$ cat src/rtl/rv_pkg.sv
// Shared register-file configuration: default widths and the register address type.
package rv_pkg;

  localparam int unsigned XLEN_DEFAULT = 32;
  localparam int unsigned NREG_DEFAULT = 32;
  localparam int unsigned AW_DEFAULT   = $clog2(NREG_DEFAULT);

  // Register index for the default configuration (x0..x31).
  typedef logic [AW_DEFAULT-1:0] reg_addr_t;

endpackage

$ cat src/rtl/regfile_sb_board.sv
// Pending-producer scoreboard: one busy bit per architectural register.
// Priority on a single edge: flush > set (issue) > clear (writeback).
// Bit 0 is tied to zero because x0 never has a pending producer.
module regfile_sb_board #(
  parameter int unsigned NREG = 32,
  localparam int unsigned AW  = $clog2(NREG)
) (
  input  logic            clk,
  input  logic            rst_n,
  input  logic            set_i,
  input  logic [AW-1:0]   set_idx_i,
  input  logic            clr_i,
  input  logic [AW-1:0]   clr_idx_i,
  input  logic            flush_i,
  output logic [NREG-1:0] busy_o
);

  logic [NREG-1:0] busy_q;
  logic [NREG-1:0] busy_d;

  // Next busy vector: clear on writeback, then set on issue so set wins, flush overrides both.
  always_comb begin
    busy_d = busy_q;
    if (clr_i) begin
      busy_d[clr_idx_i] = 1'b0;
    end
    if (set_i && (set_idx_i != '0)) begin
      busy_d[set_idx_i] = 1'b1;
    end
    if (flush_i) begin
      busy_d = '0;
    end
    busy_d[0] = 1'b0;
  end

  // Busy bits are cleared asynchronously by reset and updated on every rising edge.
  always_ff @(posedge clk or negedge rst_n) begin
    if (!rst_n) begin
      busy_q <= '0;
    end else begin
      busy_q <= busy_d;
    end
  end

  assign busy_o = busy_q;

endmodule

$ cat src/rtl/regfile_sb.sv
// Register file with write-through reads and an issue scoreboard.
// Issue handshake: issue_v is a request held by the issuing stage; issue_ready
// is the same-cycle grant, and an instruction is issued exactly on an edge where
// issue_v && issue_ready. issue_ready never depends on a registered grant, so a
// request that is not granted simply stays asserted until a later cycle.
module regfile_sb
  import rv_pkg::*;
#(
  parameter int unsigned XLEN = XLEN_DEFAULT,
  parameter int unsigned NREG = NREG_DEFAULT,
  parameter int unsigned NRP  = 2,
  localparam int unsigned AW  = $clog2(NREG)
) (
  input  logic                clk,
  input  logic                rst_n,
  input  logic [NRP*AW-1:0]   ra,
  input  logic [NRP-1:0]      ra_use,
  output logic [NRP*XLEN-1:0] rd,
  input  logic                we,
  input  logic [AW-1:0]       rc,
  input  logic [XLEN-1:0]     wd,
  input  logic                issue_v,
  input  logic [AW-1:0]       issue_rd,
  output logic                issue_ready,
  output logic [NRP-1:0]      rs_busy,
  input  logic                flush
);

  logic [XLEN-1:0] x_q [NREG];
  logic [NREG-1:0] busy;
  logic            wr_en;
  logic            waw_block;

  // x0 is hardwired zero, so a write addressed to it is dropped here.
  assign wr_en = we && (rc != '0);

  // Register storage: asynchronous clear, one write per edge.
  always_ff @(posedge clk or negedge rst_n) begin
    if (!rst_n) begin
      for (int r = 0; r < NREG; r++) begin
        x_q[r] <= '0;
      end
    end else if (wr_en) begin
      x_q[rc] <= wd;
    end
  end

  // Per-port read data with write-through, and per-port hazard flag.
  for (genvar i = 0; i < NRP; i++) begin : g_port
    logic [AW-1:0] addr;
    logic          wb_hit;
    assign addr   = ra[i*AW +: AW];
    assign wb_hit = we && (rc == addr);

    // Outputs are forced to zero while reset is asserted.
    always_comb begin
      if (!rst_n || (addr == '0)) begin
        rd[i*XLEN +: XLEN] = '0;
      end else if (wb_hit) begin
        rd[i*XLEN +: XLEN] = wd;
      end else begin
        rd[i*XLEN +: XLEN] = x_q[addr];
      end
      rs_busy[i] = rst_n && ra_use[i] && busy[addr] && !wb_hit;
    end
  end

  // A destination with a pending producer blocks issue unless it is written back this cycle.
  assign waw_block   = (issue_rd != '0) && busy[issue_rd] && !(we && (rc == issue_rd));
  assign issue_ready = rst_n && issue_v && !flush && !(|rs_busy) && !waw_block;

  regfile_sb_board #(
    .NREG (NREG)
  ) u_board (
    .clk       (clk),
    .rst_n     (rst_n),
    .set_i     (issue_ready),
    .set_idx_i (issue_rd),
    .clr_i     (we),
    .clr_idx_i (rc),
    .flush_i   (flush),
    .busy_o    (busy)
  );

endmodule

$ cat config.mk
export PLATFORM = sky130hd
export DESIGN_NAME = regfile_sb
export DESIGN_NICKNAME = d
export VERILOG_FILES = /design/src/rtl/rv_pkg.sv /design/src/rtl/regfile_sb_board.sv /design/src/rtl/regfile_sb.sv
export SDC_FILE = /design/constraint.sdc
export NUM_CORES = 2
export LEC_CHECK = 0
export CAP_MARGIN = 40
export CORE_MARGIN = 3
export CORE_UTILIZATION = 30
export CTS_CLUSTER_SIZE = 24
export DETAILED_ROUTE_END_ITERATION = 10
export SYNTH_ARGS = -nofsm -noshare
export SYNTH_HDL_FRONTEND = slang
export SYNTH_SLANG_ARGS = --single-unit
$ cat constraint.sdc
create_clock -name clk -period 7.1 [get_ports clk]
set_input_delay 1.42 -clock clk [delete_from_list [all_inputs] [get_ports clk]]
set_output_delay 1.42 -clock clk [all_outputs]
set_load 0.05 [all_outputs]
* After elaboration in Yosys (flattened, before gate mapping)
Index checks and enable logic that the tools add are counted.
** Cells by class
- Multiply operators :: 0
- Multiplexer cells :: 26
- Reductions and logical operators :: 34
- $lt $le $gt $ge :: 10
- Equality and inequality tests :: 3
- Shift-type cells :: 0
- Bitwise operators :: 6
- Divide/modulo/power cells :: 0
- Add/sub/neg operators :: 0
** Operator list (number)
- bitwise mux 1024 bit :: 1
- two-way mux 32 bit :: 12
- binary-select mux 32 bit (select 5 bit) :: 2
- demux 32 bit (select 5 bit) :: 1
- AND 32 bit :: 1
- inverter 32 bit :: 1
- bitwise OR 32 bit :: 1
- less-than comparator 5 x 6 -> 1 bit, second input constant :: 4
- logical AND 1 bit :: 20
- greater-or-equal comparator 6 bit, second input constant :: 3
- inverter 5 -> 6 bit :: 3
- binary-select mux 1 bit (select 5 bit) :: 3
- equality test 5 bit :: 3
- demux 1 bit (select 5 bit) :: 2
- greater-or-equal comparator 5 x 1 -> 1 bit, second input constant :: 2
- zero test 5 bit :: 2
- nonzero test 5 bit :: 2
- zero test 1 bit :: 7
- less-than comparator 6 x 1 -> 1 bit, second input constant :: 1
- two-way mux 1 bit :: 5
- logical OR 1 bit :: 2
- OR reduction 2 bit :: 1
** Storage, ports and cells
- Memories kept :: 0
- ROM bits :: 0
- Bits in writable memories :: 0
- Output and inout port bits :: 67
- Logic and storage cells :: 112
- Bits in registers :: 1055
- Bits in latches :: 0

* Depth between registers and ports, before layout
- Word-level depth :: 11
- Depth in mapped cells :: 11
- Depth with buffers taken out :: 6

* Cells and area by module
Synthesis repeated with hierarchy kept, for this count alone.
** Second synthesis, totals
- Cells, all modules :: 3843
- Area, all modules :: 57542.7 um^2
** By module, submodules not included
- regfile_sb :: sequential area each 25624.6 um^2, area an instance 55988.7 um^2, cells an instance 3684, times used 1
- regfile_sb_board :: sequential area each 775.7 um^2, area an instance 1554.0 um^2, cells an instance 159, times used 1

* Worst setup path after synthesis
No wires, ideal clock.
- Path kind :: in2out
- From :: in ra[0]
- To :: out rd[15]
- Arrival time :: 4.053 ns
- Buffers on the path :: 5
- Required time :: 5.680 ns
- Cell stages on the path :: 11
- Setup slack :: 1.627 ns
- Cell sequence :: buf_2 > buf_4 > buf_4 > buf_4 > buf_4 > mux2i_1 > a22oi_1 > a211oi_1 > nor3_1 > nor3_1 > nor3_1
** Between the ends
- Cells in the longest elaborated chain, start to end :: 6
- Elaborated cells between the ends (all ways) :: 10
** Ends and longest elaborated chain
- start, declared :: RTL line regfile_sb.sv:16 : input logic [NRP*AW-1:0] ra,
- inverter 5 -> 6 bit (not written as such) :: RTL line regfile_sb.sv:62 : rd[i*XLEN +: XLEN] = x_q[addr];
- binary-select mux 32 bit (select 5 bit) :: RTL line regfile_sb.sv:62
- two-way mux 32 bit (not written as such) (2 in series) :: RTL line regfile_sb.sv:62
- two-way mux 32 bit :: RTL line regfile_sb.sv:59 : end else if (wb_hit) begin
- two-way mux 32 bit (*) :: RTL line regfile_sb.sv:57 : if (!rst_n || (addr == '0)) begin
- end, declared :: RTL line regfile_sb.sv:18 : output logic [NRP*XLEN-1:0] rd,
Mark *: on every way between the ends. The rest lies on a longest branch, timed or not. The select of a mux whose other input is x is not followed.

* Final worst setup path
- From :: in rc[3]
- To :: out rd[20]
** Between the ends
- Cells in the longest elaborated chain, start to end :: 4
** Ends and longest elaborated chain
- start, declared :: RTL line regfile_sb.sv:20 : input logic [AW-1:0] rc,
- equality test 5 bit :: RTL line regfile_sb.sv:53 : assign wb_hit = we && (rc == addr);
- logical AND 1 bit :: RTL line regfile_sb.sv:53
- two-way mux 32 bit :: RTL line regfile_sb.sv:59
- two-way mux 32 bit :: RTL line regfile_sb.sv:57
No other way between the ends.

==> impl_metrics.py <==
metrics = {
    "job": {
        "maxCapViolCount": 0,
    },
    "timing": {
        "worst_slew_pin_slew_ns": 0.912,
        "fin_tns_setup_ns": 0,
        "hold_viol_final": 0,
        "finClkSkew_ns": 0.0111,
        "setup_viol": 0,
        "rsz0062_at_grt": "no",
        "period_needed_ns": 6.47,
        "max_slew_margin": 0.387,
        "period_share": 0.911,
        "final_max_slew_viol_count": 0,
        "fmax_mhz": 155,
    },
    "worst_hold_path": {
        "hp-start": "x_q[1000]",
        "hold_path_class": "reg -> reg",
        "hold_depth": 0,
    },
    "worst_setup_path": {
        "crit_path_max_fanout": 11,
        "cp_top_family": "simple AND/OR/NAND/NOR gates",
        "required_ns": 5.68,
        "crit_path_start": "rc[3]",
        "critical_path_depth": 9,
        "end_kind": "primary output",
        "crit_path_top_delay_cell": "and3_1",
        "cpPeakStageDelay_ns": 0.87,
        "worstReg2RegEnd": "u_board.busy_o[31]",
        "reg2reg_slack_ns": 4.61,
        "endpoint": "rd[20]",
        "crit_chain": "clkdlybuf4s50_1, xor2_1, nor4_1, and3_1, buf_4, nor3_1, buf_4, nor3_1, buf_12",
        "crit_path_start_kind": "input port",
        "reg2reg_from": "u_board.busy_o[21]",
        "crit_arrival_ns": 5.05,
        "ff2ff_path_depth": 7,
        "worst-path-buf-inv": 4,
        "critPathKind": "in -> out",
    },
    "logic_synthesis": {
        "synth_area_leaders": "dfrtp_1 (46%), mux2_2 (21%), mux4_2 (15%), mux2i_1 (5.7%), clkbuf_1 (2.0%)",
        "ys.flop_type": "dfrtp_1",
        "async_flop_share": 1.00,
        "synthesis.nets": 4210,
        "synth_top_area_share": 0.457,
        "ys_seq_elements": 1055,
        "synth.distinct_cells": 52,
        "synth-seq-area-share": 0.457,
        "syn_inst": 4151,
        "syn-mean-instance-area_um2": 13.9,
        "synth_edf_count": 0,
        "yosysWarnings": 0,
        "synth.cell_area_um2": 57700,
        "yosysTopAreaCell": "dfrtp_1",
    },
    "pwr": {
        "power_mw": 17.8,
        "powerDensity_nw_per_um2": 267,
        "pwr-share-comb": 0.214,
        "peakVddDrop_mv": 0.209,
        "seqPwrFrac": 0.446,
        "power_switching_mw": 5.00,
        "p_int_mw": 12.8,
        "p_sw_frac": 0.281,
        "power_frac_clock": 0.340,
        "leakagePower_nw": 28.3,
    },
    "detailed_routing": {
        "drt_iter0_markers": 3309,
        "wl_per_cell_um": 29.2,
        "finalWirelength_um": 196000,
        "drc_errors": 0,
        "viasPerCell": 5.78,
        "dr.pass1.iters": 7,
        "vias": 38800,
        "route.antenna.remaining_nets": 0,
    },
    "clocking": {
        "cts_sinks": 1055,
        "post-cts-setup-buffer-count": 0,
        "postCtsHoldBufs": 0,
        "cts_resized": 0,
        "clock_latency_ns": 0.73,
        "numCtsBuffers": 110,
        "cts_tree": "done",
        "cts_buffer_depth": 3,
        "root_buffer": "clkbuf_16",
        "clk_pin_slew_ns": 0.06,
        "cts.htree.levels": 3,
    },
    "layout": {
        "drive_gt1_frac": 0.464,
        "fill_cells": 18200,
        "area.growth.synth_to_final_pct": 15.5,
        "nets": 4166,
    },
    "floorplan": {
        "die_height_um": 445,
        "num_rows": 160,
        "ios": 126,
        "fp.dieW_um": 445,
        "core_um2": 191000,
        "die_area_um2": 198000,
        "start_util": 0.303,
    },
    "global_route": {
        "antenna_found_initial": 1,
        "grt_first_pass_wirelength_um": 285000,
        "grt_pass1_vias": 40000,
        "grt_max_degree": 142,
        "grt-ovfl-total": 0,
        "grt_use_total": 0.195,
    },
    "placed_design": {
        "gp_congestion": 0.810,
        "hpwl_um": 116000,
        "portBuffers": 125,
    },
    "outcome": {
        "status": "complete, no violations",
    },
}
-- registers in the layout, summed over array words and instances, names as in the netlist --
register        flops
x_q              1024
u_board.busy_o     31
-- layout by cell type, fill, tap and decap left out, types with 10 or more instances in the layout --
master | netlist | routed
mux2_2 | 1063 | 1063
dfrtp_1 | 1055 | 1055
mux4_2 | 385 | 385
mux2i_1 | 329 | 329
buf_4 | 18 | 157
a221oi_1 | 116 | 116
clkbuf_16 | 0 | 112
nor2_1 | 124 | 105
a22oi_1 | 78 | 78
o211ai_1 | 65 | 65
o21ai_0 | 65 | 65
a21oi_1 | 64 | 64
buf_12 | 0 | 61
clkdlybuf4s50_1 | 0 | 58
nor3_1 | 53 | 53
a211oi_1 | 33 | 33
a32o_1 | 32 | 32
nand2_1 | 43 | 28
o31ai_1 | 26 | 26
clkbuf_8 | 0 | 26
clkbuf_1 | 313 | 23
nand3b_1 | 22 | 22
nand3_1 | 21 | 20
clkinv_2 | 0 | 19
nor2_4 | 0 | 19
buf_16 | 0 | 19
a31oi_1 | 18 | 17
nand2_4 | 0 | 15
or3b_2 | 14 | 14
xor2_1 | 12 | 12
buf_8 | 0 | 11
bufinv_16 | 0 | 10
-- kinds of logic after synthesis --
kind of cell | count (synthesis) | share of synthesized area
and+or+nand+nor | 307 | 0.0256
AOI/OAI and AO/OA | 517 | 0.0659
buffers and inverters | 480 | 0.0344
DFF | 1055 | 0.457
xor gates and xnor gates | 15 | 0.00228
muxes | 1777 | 0.415
-- power groups by stage --
stage | clock [mW] | sequential (mW) | combinational (mW)
CTS | 6.15 | 7.89 | 3.83
global route | 6.40 | 8.06 | 4.08
finish | 6.05 | 7.93 | 3.81
detailed placement | 0 | 8.00 | 3.82
global placement | 0 | 7.92 | 3.72
floorplan | 0 | 7.74 | 2.83
-- synthesized netlist by cell type, types with 14 or more instances --
cell type / n
a22oi_1: 78
buf_1: 68
nor3_1: 53
o211ai_1: 65
a211oi_1: 33
buf_4: 18
o31ai_1: 26
nand3_1: 21
nand2_1: 43
a32o_1: 32
or3b_2: 14
a221oi_1: 116
nor2_1: 124
a31oi_1: 18
nand3b_1: 22
mux2i_1: 329
clkbuf_1: 313
buf_2: 67
a21oi_1: 64
mux4_2: 385
mux2_2: 1063
o21ai_0: 65
dfrtp_1: 1055
-- metrics by stage --
| stage | util | instances | setup WS (ns) | hold WS, ns | area (um2) |
|---|---|---|---|---|---|
| 3_3_place_gp | 0.326 | 6468 | 0.526 | 0.381 | 62200 |
| 6_report | 0.350 | 6703 | 0.631 | 0.397 | 66700 |
| 2_1_floorplan | - | 4151 | 1.63 | 0.445 | 57700 |
| 5_1_grt | 0.350 | 6702 | 0.466 | 0.407 | 66700 |
| 4_1_cts | 0.350 | 6701 | 0.572 | 0.400 | 66700 |
| 3_5_place_dp | 0.330 | 6505 | 0.572 | 0.386 | 63000 |
-- how the worst min path moves through the flow --
stage,slack (ns),endpoint
finish,0.40,x_q[1000]
global route,0.41,x_q[1023]
CTS,0.40,x_q[1023]
detailed placement,0.39,x_q[1021]
global placement,0.38,x_q[1005]
floorplan,0.45,x_q[1000]
-- per-layer routing --
metal / GRT usage / part of all wire / up-vias
met3: 0.0235 / 0.053 / 458
met1: 0.251 / 0.41 / 20900
met5: 0 / 0 / -
li1: - / - / 16000
met2: 0.325 / 0.48 / 1470
met4: 0.0953 / 0.054 / 0
-- final cells by class --
class | count | area, um2 | area share
well taps | 2511 | 3140 | 0.0471
repair buffers | 315 | 3730 | 0.0560
flip-flops and latches | 1055 | 26400 | 0.396
inverters | 9 | 35.0 | 0.000525
diodes | 1 | 2.50 | 0.0000375
clock buffers | 160 | 3230 | 0.0485
multi-input cells | 2616 | 29700 | 0.445
clock inverters | 36 | 503 | 0.00754
(Power assumes the default switching activity.)
